## src/rtl/gray_conv_arbiter_if.sv

```systemverilog
// Request/result bus for gray_conv_arbiter: requesters and consumer on the master
// side, the arbiter on the slave side.
interface gray_conv_arbiter_if #(
  parameter int N_REQ = 4,
  parameter int W     = 4
);
  logic [N_REQ-1:0]         req;
  logic [N_REQ*W-1:0]       req_data;
  logic [N_REQ-1:0]         req_dir;
  logic [N_REQ-1:0]         gnt;
  logic                     out_valid;
  logic                     out_ready;
  logic [W-1:0]             out_data;
  logic [$clog2(N_REQ)-1:0] out_src;
  logic                     busy;

  modport master (
    output req, req_data, req_dir, out_ready,
    input  gnt, out_valid, out_data, out_src, busy
  );

  modport slave (
    input  req, req_data, req_dir, out_ready,
    output gnt, out_valid, out_data, out_src, busy
  );
endinterface

```

## src/rtl/gray_conv_arbiter.sv

```systemverilog
// Round-robin arbiter sharing one binary<->Gray converter among N_REQ requesters.
// Define GRAY_ARB_G2B_EN to enable per-request gray->bin selection via req_dir.
module gray_conv_arbiter #(
  parameter int N_REQ = 4,
  parameter int W     = 4
) (
  input logic                clk,
  input logic                rst_n,
  gray_conv_arbiter_if.slave bus
);
  localparam int IW = $clog2(N_REQ);

  typedef enum logic [1:0] {IDLE, CONV, HOLD} state_t;

  state_t        state;
  logic [IW-1:0] ptr;
  logic [IW-1:0] cap_idx;
  logic [W-1:0]  cap_data;
  logic [IW-1:0] win_idx;
  logic [IW-1:0] cand;
  logic          win_found;
  logic [W-1:0]  conv_res;

  function automatic logic [W-1:0] bin2gray(input logic [W-1:0] b);
    return b ^ (b >> 1);
  endfunction

`ifdef GRAY_ARB_G2B_EN
  logic cap_dir;

  function automatic logic [W-1:0] gray2bin(input logic [W-1:0] g);
    logic [W-1:0] b;
    b        = '0;
    b[W-1]   = g[W-1];
    for (int unsigned i = W - 1; i > 0; i--) begin
      b[i-1] = b[i] ^ g[i-1];
    end
    return b;
  endfunction

  always_comb begin
    conv_res = cap_dir ? gray2bin(cap_data) : bin2gray(cap_data);
  end
`else
  logic unused_dir;
  assign unused_dir = ^bus.req_dir;

  always_comb begin
    conv_res = bin2gray(cap_data);
  end
`endif

  // First set request at or above ptr, wrapping; N_REQ is a power of two so
  // IW-bit addition wraps for free.
  always_comb begin
    win_found = 1'b0;
    win_idx   = '0;
    cand      = '0;
    for (int unsigned i = 0; i < N_REQ; i++) begin
      cand = ptr + IW'(i);
      if (!win_found && bus.req[cand]) begin
        win_found = 1'b1;
        win_idx   = cand;
      end
    end
  end

  always_ff @(posedge clk or negedge rst_n) begin
    if (!rst_n) begin
      state         <= IDLE;
      ptr           <= '0;
      cap_idx       <= '0;
      cap_data      <= '0;
`ifdef GRAY_ARB_G2B_EN
      cap_dir       <= 1'b0;
`endif
      bus.gnt       <= '0;
      bus.out_valid <= 1'b0;
      bus.out_data  <= '0;
      bus.out_src   <= '0;
      bus.busy      <= 1'b0;
    end else begin
      bus.gnt <= '0;
      case (state)
        IDLE: begin
          if (win_found) begin
            cap_idx          <= win_idx;
            cap_data         <= bus.req_data[int'(win_idx)*W +: W];
`ifdef GRAY_ARB_G2B_EN
            cap_dir          <= bus.req_dir[win_idx];
`endif
            bus.gnt[win_idx] <= 1'b1;
            bus.busy         <= 1'b1;
            state            <= CONV;
          end
        end
        CONV: begin
          bus.out_data  <= conv_res;
          bus.out_src   <= cap_idx;
          bus.out_valid <= 1'b1;
          state         <= HOLD;
        end
        HOLD: begin
          if (bus.out_valid && bus.out_ready) begin
            bus.out_valid <= 1'b0;
            ptr           <= cap_idx + IW'(1);
            bus.busy      <= 1'b0;
            state         <= IDLE;
          end
        end
        default: state <= IDLE;
      endcase
    end
  end
endmodule

```

## src/flat_wrapper.sv

```systemverilog
// flat-port wrapper written by rule: the top's interface ports become plain ports
module gray_conv_arbiter_flat 
#(
  parameter int N_REQ = 4,
  parameter int W     = 4
)
  (clk, rst_n, bus_req, bus_req_data, bus_req_dir, bus_out_ready, bus_gnt, bus_out_valid, bus_out_data, bus_out_src, bus_busy);
  gray_conv_arbiter_if #(.N_REQ(N_REQ), .W(W)) bus_i ();
  input logic clk;
  input logic rst_n;
  input wire logic [$bits(bus_i.req)-1:0] bus_req;
  input wire logic [$bits(bus_i.req_data)-1:0] bus_req_data;
  input wire logic [$bits(bus_i.req_dir)-1:0] bus_req_dir;
  input wire logic [$bits(bus_i.out_ready)-1:0] bus_out_ready;
  output wire logic [$bits(bus_i.gnt)-1:0] bus_gnt;
  output wire logic [$bits(bus_i.out_valid)-1:0] bus_out_valid;
  output wire logic [$bits(bus_i.out_data)-1:0] bus_out_data;
  output wire logic [$bits(bus_i.out_src)-1:0] bus_out_src;
  output wire logic [$bits(bus_i.busy)-1:0] bus_busy;
  assign bus_i.req = bus_req;
  assign bus_i.req_data = bus_req_data;
  assign bus_i.req_dir = bus_req_dir;
  assign bus_i.out_ready = bus_out_ready;
  assign bus_gnt = bus_i.gnt;
  assign bus_out_valid = bus_i.out_valid;
  assign bus_out_data = bus_i.out_data;
  assign bus_out_src = bus_i.out_src;
  assign bus_busy = bus_i.busy;
  gray_conv_arbiter #(.N_REQ(N_REQ), .W(W)) u_core (.clk(clk), .rst_n(rst_n), .bus(bus_i));
endmodule
```

## config.mk

```make
export PLATFORM = sky130hd
export DESIGN_NAME = gray_conv_arbiter_flat
export DESIGN_NICKNAME = d
export VERILOG_FILES = /design/src/rtl/gray_conv_arbiter_if.sv /design/src/rtl/gray_conv_arbiter.sv /design/src/flat_wrapper.sv
export SDC_FILE = /design/constraint.sdc
export NUM_CORES = 1
export LEC_CHECK = 0
export BUFFER_PORTS_ARGS = -buffer_cell sky130_fd_sc_hd__buf_2
export CORE_MARGIN = 2
export CORE_UTILIZATION = 35
export CTS_BUF_LIST = sky130_fd_sc_hd__clkbuf_4 sky130_fd_sc_hd__clkbuf_8
export CTS_CLUSTER_DIAMETER = 60
export CTS_CLUSTER_SIZE = 28
export DETAILED_ROUTE_END_ITERATION = 7
export GPL_ROUTABILITY_DRIVEN = 1
export SYNTH_ARGS = -nofsm -noshare
export SYNTH_HDL_FRONTEND = slang
export SYNTH_SLANG_ARGS = --single-unit
```

## constraint.sdc

```tcl
create_clock -name clk -period 1.57 [get_ports clk]
set_input_delay 0.0785 -clock clk [delete_from_list [all_inputs] [get_ports clk]]
set_output_delay 0.0785 -clock clk [all_outputs]
set_load 0.02 [all_outputs]
```

; Yosys cells after proc, flatten, opt, wreduce, memory -nomap -nowiden
; Cells that the tools add are included.
[word_totals]
input_bits = 27
reg_bits = 22
output_inout_bits = 12
word_cells = 68
[classes]
addsub = 4
n_bitwise = 1
reduce_logical = 16
n_mux = 27
eq_ne = 4
order_cmp = 6
shift = 1
[ops]
columns = operator, count
row1 = $shiftx A16 B5 Y4, 1
row2 = $lt A2 B3 Y1 const B, 5
row3 = $mux W2, 6
row4 = $mux W1, 11
row5 = $bmux W1 S2, 4
row6 = $mux W4, 2
row7 = $reduce_and A2 Y1, 4
row8 = $pmux W2 S3, 1
row9 = $logic_and A1 B1 Y1, 5
row10 = $add A2 B1 Y2 const B, 2
row11 = $add A2 B2 Y2 const B, 2
row12 = $ne A2 B1 Y1 const B, 2
row13 = $pmux W1 S2, 2
row14 = $reduce_bool A2 Y1, 2
row15 = $xor A4 B3 Y4, 1
row16 = $logic_not A1 Y1, 3
row17 = $reduce_and A3 Y1, 1
row18 = $demux W1 S2, 1
row19 = $eq A2 B1 Y1 const B, 1
row20 = $eq A2 B2 Y1 const B, 1
row21 = $ge A2 B1 Y1 const B, 1
row22 = $logic_not A2 Y1, 1

; Depth between registers and ports, before layout
; Gate-level depths: netlist of the first run.
[logic_depth]
ltp_word = 18
depth_mapped = 6
mapped_depth_nobuf = 5

; Worst setup path after synthesis of the first run
; Ideal clock, no wire load.
[synth_path]
path_kind = reg2reg
start = register u_core.ptr[0]
end = register u_core.cap_data[0]
setup_slack_ns = 0.151
stages_incl_launch_ff = 6
arrival_time_ns = 1.281
period_less_slack_ns = 1.419
setup_time_ns = 0.138
required_time_ns = 1.432
path_buffers = 0
path_cell_list = dfrtp_1 nor2b_1 a21oi_1 o221ai_4 mux2i_1 o221ai_1
[synth_between]
elab_chain_len = 13
word_cells_on_any_way = 27
classes_between = 3 x add/sub / 1 x shift / 16 x mux / 7 x reduce/logical
[synth_lines]
columns = element, line_no
row1 = start: declaration, gray_conv_arbiter.sv:16  ; logic [IW-1:0] ptr;
row2 = start signal: assignment, gray_conv_arbiter.sv:106  ; ptr <= cap_idx + IW'(1);
row3 = "parallel branches: the longest is 13 deep, another holds $add A2 B1 Y2", -
row4 = end signal: assignment, gray_conv_arbiter.sv:88  ; cap_data <= bus.req_data[int'(win_idx)*W +: W];
row5 = end: declaration, gray_conv_arbiter.sv:18  ; logic [W-1:0] cap_data;
; Several ways; the timed one is not identified. The select of a mux whose other input is x is not followed.
; A chain may end at the register's enable or synchronous reset.

; Worst setup path after layout of the first run
[layout_path]
start = register u_core.ptr[0]
end = register u_core.cap_data[3]
; The elaborated chain is that of the path after synthesis.

==> results of run 1 <==
## stage by stage
step | area, sq um | total power, W
4_1_cts | 1330 | 0.00256
3_3_place_gp | 1280 | 0.00222
3_5_place_dp | 1280 | 0.00224
5_1_grt | 1340 | 0.00277
2_1_floorplan | 1040 | 0.00186
6_report | 1340 | 0.00254
## path summary, 6_finish.rpt
| path | startpoint | to | slack, ns |
|---|---|---|---|
| worst max-delay path | u_core.ptr[0] | u_core.cap_data[3] | 0.13 |
| worst min-delay path | bus_out_ready | u_core.state[1] | 0.05 |
| worst max register to register | u_core.ptr[0] | u_core.cap_data[3] | 0.13 |
| worst min register to register | u_core.bus.busy | u_core.bus.busy | 0.49 |
| max in group asynchronous | rst_n | u_core.ptr[1] | 0.98 |
| min in group asynchronous | rst_n | u_core.ptr[0] | 0.24 |
## layout by cell type, fill, tap and decap left out, types with 3 or more instances in the layout
| cell | n |
|---|---|
| buf_2 | 34 |
| dfrtp_1 | 21 |
| nand2_1 | 19 |
| o21ai_0 | 8 |
| mux2i_1 | 8 |
| xnor2_1 | 4 |
| o221ai_1 | 4 |
| nor2_1 | 3 |
| mux2_2 | 3 |
| clkbuf_4 | 3 |
| buf_4 | 3 |
## cell families (layout without fill, tap and decap cells)
family | Yosys count | count (layout) | share of synthesized area [%]
simple gates | 34 | 34 | 16.0
flops | 22 | 22 | 52.7
compound gates | 21 | 21 | 14.5
mux | 11 | 11 | 10.9
buf+inv | 5 | 46 | 2.51
xor+xnor | 4 | 4 | 3.35
## layout make-up
type | instances | area (sq um) | share of cell area [%]
Clock buffer | 4 | 36.3 | 2.71
Inverter | 3 | 11.3 | 0.841
Multi-Input combinational cell | 70 | 478 | 35.7
Sequential cell | 22 | 552 | 41.2
Tap cell | 31 | 38.8 | 2.90
Timing Repair Buffer | 39 | 223 | 16.6
## cell usage after synthesis, drive strengths merged
cell,number
a21boi,1
a21o,1
a21oi,2
buf,1
clkbuf,1
dfrtp,22
inv,3
mux2,3
mux2i,8
nand2,19
nand2b,1
nand3b,1
nand4b,1
nor2,5
nor2b,3
nor3b,1
nor4,1
o21a,1
o21ai,10
o21bai,1
o221ai,5
or3,2
xnor2,4
## timing repair
item,in CTS,in global routing
hold endpoints to repair,22,0
gates resized for setup,0,5
endpoints found under the setup margin,0,4
hold buffers,1,0
setup buffers,0,0
## where the power goes
part / internal [W] / switching, W / total (W)
clock network: 0.000142 / 0.000181 / 0.000323
logic: 0.000562 / 0.000638 / 0.00120
registers: 0.000825 / 0.000195 / 0.00102
total: 0.00153 / 0.00101 / 0.00254
## metal layers
layer	part of all wire, %	up-vias
li1	-	428
met3	5.8	2
met1	48	375
met4	1.2	0
met2	45	27
met5	0	-
## state kept, by name (all words and copies together), names as in the netlist
register / count
u_core.bus.busy: 1
u_core.ptr: 2
u_core.bus.out_valid: 1
u_core.cap_data: 4
u_core.bus.gnt: 4
u_core.state: 2
u_core.bus.out_data: 4
u_core.cap_idx: 2
u_core.bus.out_src: 2
## worst reg2reg max path, stage by stage, from the launching register on
cell and delay (ns):
dfrtp_1 0.43, nor2b_2 0.16, a21oi_2 0.07, o221ai_4 0.19, buf_12 0.16, mux2i_1 0.19
o221ai_1 0.13
==> flow_metrics.env, run 1 <==
export IMPL_status="finished, final reports clean"
export IMPL_instances_no_fill=169
export IMPL_min_period_over_period_pct=91.5
export IMPL_drtIter0Drc=23
export IMPL_clk_latency_ns=0.32
export IMPL_utilization_pct=47.7
export IMPL_grt_pass1_vias=824
export IMPL_fill_cells=269
export IMPL_numCtsBuffers=3
export IMPL_crit_cells=6
export IMPL_synth_cell_types=28
export IMPL_finalCriticalPeriod_ns=1.44
export IMPL_rows=19
export IMPL_tns_ns=0
export IMPL_synth_area_per_cell_sq_um=10.8
export IMPL_globalRouteOverflowTotal=0
export IMPL_antenna_found_initial=0
export IMPL_core_area_sq_um=2810
export IMPL_wl_per_cell_um=11.8
export IMPL_setup_viol=0
export IMPL_layout_nets=166
export IMPL_ant_nets=0
export IMPL_die_w_um=58.6
export IMPL_grt_max_degree=23
export IMPL_hpwl_um=1540
export IMPL_use_met2_pct=20.7
export IMPL_yosys_top_cells_area="dfrtp_1 53%, mux2i_1 7.7%, nand2_1 6.8%"
export IMPL_port_buffers=34
export IMPL_worstHoldPathType="input port to flip-flop"
export IMPL_yosysTopAreaCell="dfrtp_1"
export IMPL_worstRegToRegCells=6
export IMPL_slew_violations=0
export IMPL_tightest_slew_ns=0.487
export IMPL_final_hold_viol_count=0
export IMPL_p_leak_nw=0.679
export IMPL_initial_core_util_pct=37.2
export IMPL_path_max_fanout=8
export IMPL_yosys_warnings=0
export IMPL_rsz0062_at_grt="false"
export IMPL_endpoint_kind="flip-flop"
export IMPL_vdd_drop_max_mv=0.612
export IMPL_route_detailed_drc=0
export IMPL_ys_seq_elements=22
export IMPL_cts_clk_slew_worst_paths_ns=0.12
export IMPL_wirelength_um=2000
export IMPL_clock_fmax_mhz=696
export IMPL_fin_skew_ns=0.00370
export IMPL_syn_instance_count=97
export IMPL_crit_chain="nor2b_2, a21oi_2, o221ai_4, buf_12, mux2i_1, o221ai_1"
export IMPL_grtUsageMet1_pct=19.6
export IMPL_gp_congestion=0.761
export IMPL_route_vias_total=832
export IMPL_hold_slack_ns=0.0517
export IMPL_path_class="flip-flop to flip-flop"
export IMPL_grt_pass1_wl_um=3660
export IMPL_worst_path_max_delay_cell="dfrtp_1"
export IMPL_clock_sinks=22
export IMPL_avgViaCountPerCell=4.92
export IMPL_dieArea_sq_um=3440
export IMPL_grt_busiest_layer="met2"
export IMPL_synth_top_area_share_pct=52.7
export IMPL_io_pins=39
export IMPL_worstPathArrival_ns=1.64
export IMPL_seq_area_frac_synth_pct=52.7
export IMPL_cts_buffer_depth=2
export IMPL_area_growth_pct=28.1
export IMPL_critPathBufInv=1
export IMPL_grt_util_met3_pct=1.98
export IMPL_root_buffer="clkbuf_4"
export IMPL_drive_gt1_share_pct=39.1
export IMPL_crit_family="flip-flops"
export IMPL_pre_cts_slack_ns=0.0927
export IMPL_n_antenna_cell=0
export IMPL_cts_htree_levels=1
export IMPL_min_path_cells=4
export IMPL_cp_required_ns=1.77
export IMPL_fin_ws_ns=0.133
export IMPL_crit_path_max_incr_delay_ns=0.43
export IMPL_fp_dieH_um=58.6
export IMPL_firstDrtPassIters=4
export IMPL_startpoint_type="flip-flop"
export IMPL_dpl_cell_count=164
export IMPL_grt_use_total_pct=13.8
export IMPL_power_density_nw_per_um2=1900
export IMPL_synth_nets=124
export IMPL_synthesis_area_sq_um=1040
export IMPL_drv_cap=0
export IMPL_slew_headroom_pct=67.5
export IMPL_cts_tree="yes"
No activity file was read; power rests on OpenSTA's default activity.
==> inputs of run 2 (changes only) <==
--- a/config.mk
+++ b/config.mk
@@ -5,7 +5,10 @@
 export SDC_FILE = /design/constraint.sdc
 export NUM_CORES = 1
 export LEC_CHECK = 0
+export ABC_AREA = 1
 export BUFFER_PORTS_ARGS = -buffer_cell sky130_fd_sc_hd__buf_2
+export CELL_PAD_IN_SITES_DETAIL_PLACEMENT = 1
+export CELL_PAD_IN_SITES_GLOBAL_PLACEMENT = 1
 export CORE_MARGIN = 2
 export CORE_UTILIZATION = 35
 export CTS_BUF_LIST = sky130_fd_sc_hd__clkbuf_4 sky130_fd_sc_hd__clkbuf_8
@@ -13,6 +16,7 @@
 export CTS_CLUSTER_SIZE = 28
 export DETAILED_ROUTE_END_ITERATION = 7
 export GPL_ROUTABILITY_DRIVEN = 1
+export PLACE_DENSITY_LB_ADDON = 0.1
 export SYNTH_ARGS = -nofsm -noshare
 export SYNTH_HDL_FRONTEND = slang
 export SYNTH_SLANG_ARGS = --single-unit
==> constraint.sdc (replaced) <==
create_clock -name clk -period 1.7 [get_ports clk]
set_input_delay 0.085 -clock clk [delete_from_list [all_inputs] [get_ports clk]]
set_output_delay 0.085 -clock clk [all_outputs]
set_load 0.02 [all_outputs]
==> run 2 against run 1 <==
  * The flow now finishes with violations (setup timing)
  * Final area grew 43%
  * Via count grew 65%
  * Worst setup slack lost 0.22 ns
  * Core utilization grew 4.8 points
  * Critical path depth grew 7
  * Largest power group unchanged
==> flow_metrics.env, run 2 <==
export IMPL_clock_sinks=22
export IMPL_synth_top_area_share_pct=41.8
export IMPL_final_hold_viol_count=0
export IMPL_firstDrtPassIters=4
export IMPL_fin_ws_ns=-0.0878
export IMPL_switchingPower_w=0.00218
export IMPL_route_detailed_drc=0
export IMPL_p_leak_nw=0.982
export IMPL_syn_instance_count=164
export IMPL_worstHoldPathType="input port to flip-flop"
export IMPL_worstRegToRegCells=13
export IMPL_startpoint_type="flip-flop"
export IMPL_gp_congestion=0.770
export IMPL_worstPathArrival_ns=1.94
export IMPL_hpwl_um=2790
export IMPL_die_w_um=65.3
export IMPL_final_cell_mix="41 x nand2_1, 34 x buf_2, 26 x buf_4, 21 x dfrtp_1, 14 x nand2_2"
export IMPL_slew_headroom_pct=67.2
export IMPL_slew_violations=0
export IMPL_min_path_cells=4
export IMPL_path_max_fanout=10
export IMPL_globalRouteOverflowTotal=0
export IMPL_critPathBufInv=3
export IMPL_cp_required_ns=1.85
export IMPL_rows=22
export IMPL_tns_ns=-0.356
export IMPL_synth_edff_count=0
export IMPL_violations="setup timing"
export IMPL_holdPathEnd="u_core.state[1]"
export IMPL_crit_chain="buf_12, inv_8, nand2_1, nand2_2, nand2_2, nand2_2, nor2_4, nand3_2, nand3_4, buf_4, nand3_1, nand3_1, nand2_1"
export IMPL_root_buffer="clkbuf_8"
export IMPL_fin_skew_ns=0.00119
export IMPL_route_vias_total=1370
export IMPL_p_int_w=0.00236
export IMPL_n_antenna_cell=0
export IMPL_dieArea_sq_um=4270
export IMPL_vdd_drop_max_mv=0.848
export IMPL_clkPwrFrac_pct=8.2
export IMPL_grt_max_degree=23
export IMPL_cts_htree_levels=1
export IMPL_io_pins=39
export IMPL_area_growth_pct=45.1
export IMPL_status="finished, violations left"
export IMPL_r2r_slack_ns=-0.09
export IMPL_drtIter0Drc=25
export IMPL_avgViaCountPerCell=4.96
export IMPL_wirelength_um=3840
export IMPL_grt_use_total_pct=20.0
export IMPL_seq_area_frac_synth_pct=41.8
export IMPL_clock_fmax_mhz=559
export IMPL_numCtsBuffers=3
export IMPL_tightest_slew_ns=0.491
export IMPL_yosysMostFrequentCell="nand2_1"
export IMPL_synthFlopType="dfrtp_1"
export IMPL_synth_area_per_cell_sq_um=8.03
export IMPL_grt_pass1_wl_um=6670
export IMPL_utilization_pct=52.5
export IMPL_setup_viol=6
export IMPL_combinationalPowerShare_pct=71.4
export IMPL_worst_path_max_delay_cell="dfrtp_1"
export IMPL_ys_async_sr_fraction_pct=100
export IMPL_power_density_nw_per_um2=2380
export IMPL_grt_pass1_vias=1459
export IMPL_cp_startpoint="u_core.ptr[0]"
export IMPL_finalCriticalPeriod_ns=1.79
export IMPL_core_area_sq_um=3630
export IMPL_min_from="bus_out_ready"
export IMPL_synth_cell_types=26
export IMPL_seqPwrFrac_pct=20.4
export IMPL_reg_top3="u_core.bus.gnt: 4 flops, u_core.bus.out_data: 4 flops, u_core.cap_data: 4 flops"
export IMPL_synth_commonest_cells="46 x nand2_1, 22 x dfrtp_1, 18 x nand3_1"
export IMPL_synth_nets=191
export IMPL_ys_seq_elements=22
export IMPL_wl_per_cell_um=13.9
export IMPL_clk_latency_ns=0.26
export IMPL_fill_cells=490
export IMPL_yosys_warnings=0
export IMPL_final_common_cell="nand2_1"
export IMPL_rsz0062_at_grt="true"
export IMPL_r2r_end="u_core.cap_data[2]"
export IMPL_initial_core_util_pct=36.2
export IMPL_min_period_over_period_pct=105
export IMPL_yosys_top_cells_area="dfrtp_1 42%, nand2_1 13%, nand3_1 6.8%"
export IMPL_yosysTopAreaCell="dfrtp_1"
export IMPL_fp_dieH_um=65.3
export IMPL_r2r_start="u_core.ptr[0]"
export IMPL_drv_cap=0
export IMPL_synthesis_area_sq_um=1320
export IMPL_crit_path_max_incr_delay_ns=0.38
export IMPL_path_class="flip-flop to flip-flop"
export IMPL_port_buffers=34
export IMPL_endpoint_kind="flip-flop"
export IMPL_cts_tree="yes"
export IMPL_ant_nets=0
export IMPL_crit_family="simple AND/OR/NAND/NOR gates"
export IMPL_cts_buffer_depth=2
export IMPL_cts_clk_slew_worst_paths_ns=0.08
export IMPL_layout_nets=256
export IMPL_drive_gt1_share_pct=48.2
export IMPL_swShare_pct=48.0
export IMPL_cp_common_cell="nand2_2"
export IMPL_antenna_found_initial=0
[run 2: what timing repair did]
item,CTS,global route
hold buffers,1,0
gates cloned,1,0
setup buffers,8,2
resized for setup,18,7
pin swaps,8,2
endpoints found under the setup margin,10,10
endpoints found under the hold margin,22,0
[run 2: final cells by class]
| type | count | area (sq um) | share of cell area [%] |
|---|---|---|---|
| clock buffer | 4 | 55.1 | 2.88 |
| inverter | 16 | 71.3 | 3.74 |
| multi-input combinational | 123 | 764 | 40.0 |
| sequential | 22 | 552 | 28.9 |
| tap | 48 | 60.1 | 3.15 |
| timing repair buffer | 63 | 407 | 21.3 |
[run 2: how the worst max path moves through the flow]
| stage | endpoint | cells past startpoint |
|---|---|---|
| final | u_core.cap_data[2] | 13 |
| after global routing | u_core.cap_data[3] | 13 |
| after CTS | u_core.cap_data[3] | 13 |
| after detailed placement | u_core.cap_data[2] | 12 |
| after global placement | u_core.cap_data[1] | 13 |
| after floorplan | u_core.cap_data[1] | 12 |
[run 2: cell families after synthesis]
logic type / Yosys count / share of synthesized area, %
AND/OR/NAND/NOR: 102 / 40.6
flip-flops: 22 / 41.8
buffers and inverters: 20 / 8.27
AO/OA/AOI/OAI: 16 / 6.46
XOR/XNOR: 3 / 2.00
multiplexers: 1 / 0.855
[run 2: metrics by stage]
step	instance area (sq um)	cells	setup slack [ns]	power [W]	hold WS, ns
CTS	1870	274	-0.0548	0.00441	0.149
detailed placement	1660	260	-0.116	0.00357	0.0808
finish	1910	276	-0.0878	0.00454	0.154
global route	1910	276	-0.202	0.00496	0.203
floorplan	1320	164	0.163	0.00267	-0.211
global placement	1660	260	-0.0660	0.00343	0.0637
[run 2: tightest hold or removal path, stage by stage]
cell     delay, ns
buf_2         0.09
inv_1         0.06
o21ai_0       0.09
nand2_1       0.06
[run 2: power by group through the flow]
| stage | Sequential (W) | Combinational, W | Clock (W) |
|---|---|---|---|
| 2_1_floorplan | 0.00105 | 0.00162 | 0 |
| 5_1_grt | 0.000953 | 0.00359 | 0.000416 |
| 6_report | 0.000925 | 0.00324 | 0.000373 |
| 4_1_cts | 0.000929 | 0.00310 | 0.000380 |
| 3_3_place_gp | 0.000918 | 0.00251 | 0 |
| 3_5_place_dp | 0.000935 | 0.00263 | 0 |
[run 2: routing by layer]
| metal | part of all wire, % | vias up | global-route usage [%] |
|---|---|---|---|
| met5 | 0 | - | 0 |
| met4 | 0.60 | 0 | 2.86 |
| met3 | 2.5 | 4 | 3.42 |
| met2 | 55 | 19 | 38.6 |
| met1 | 42 | 680 | 23.4 |
| li1 | - | 667 | - |
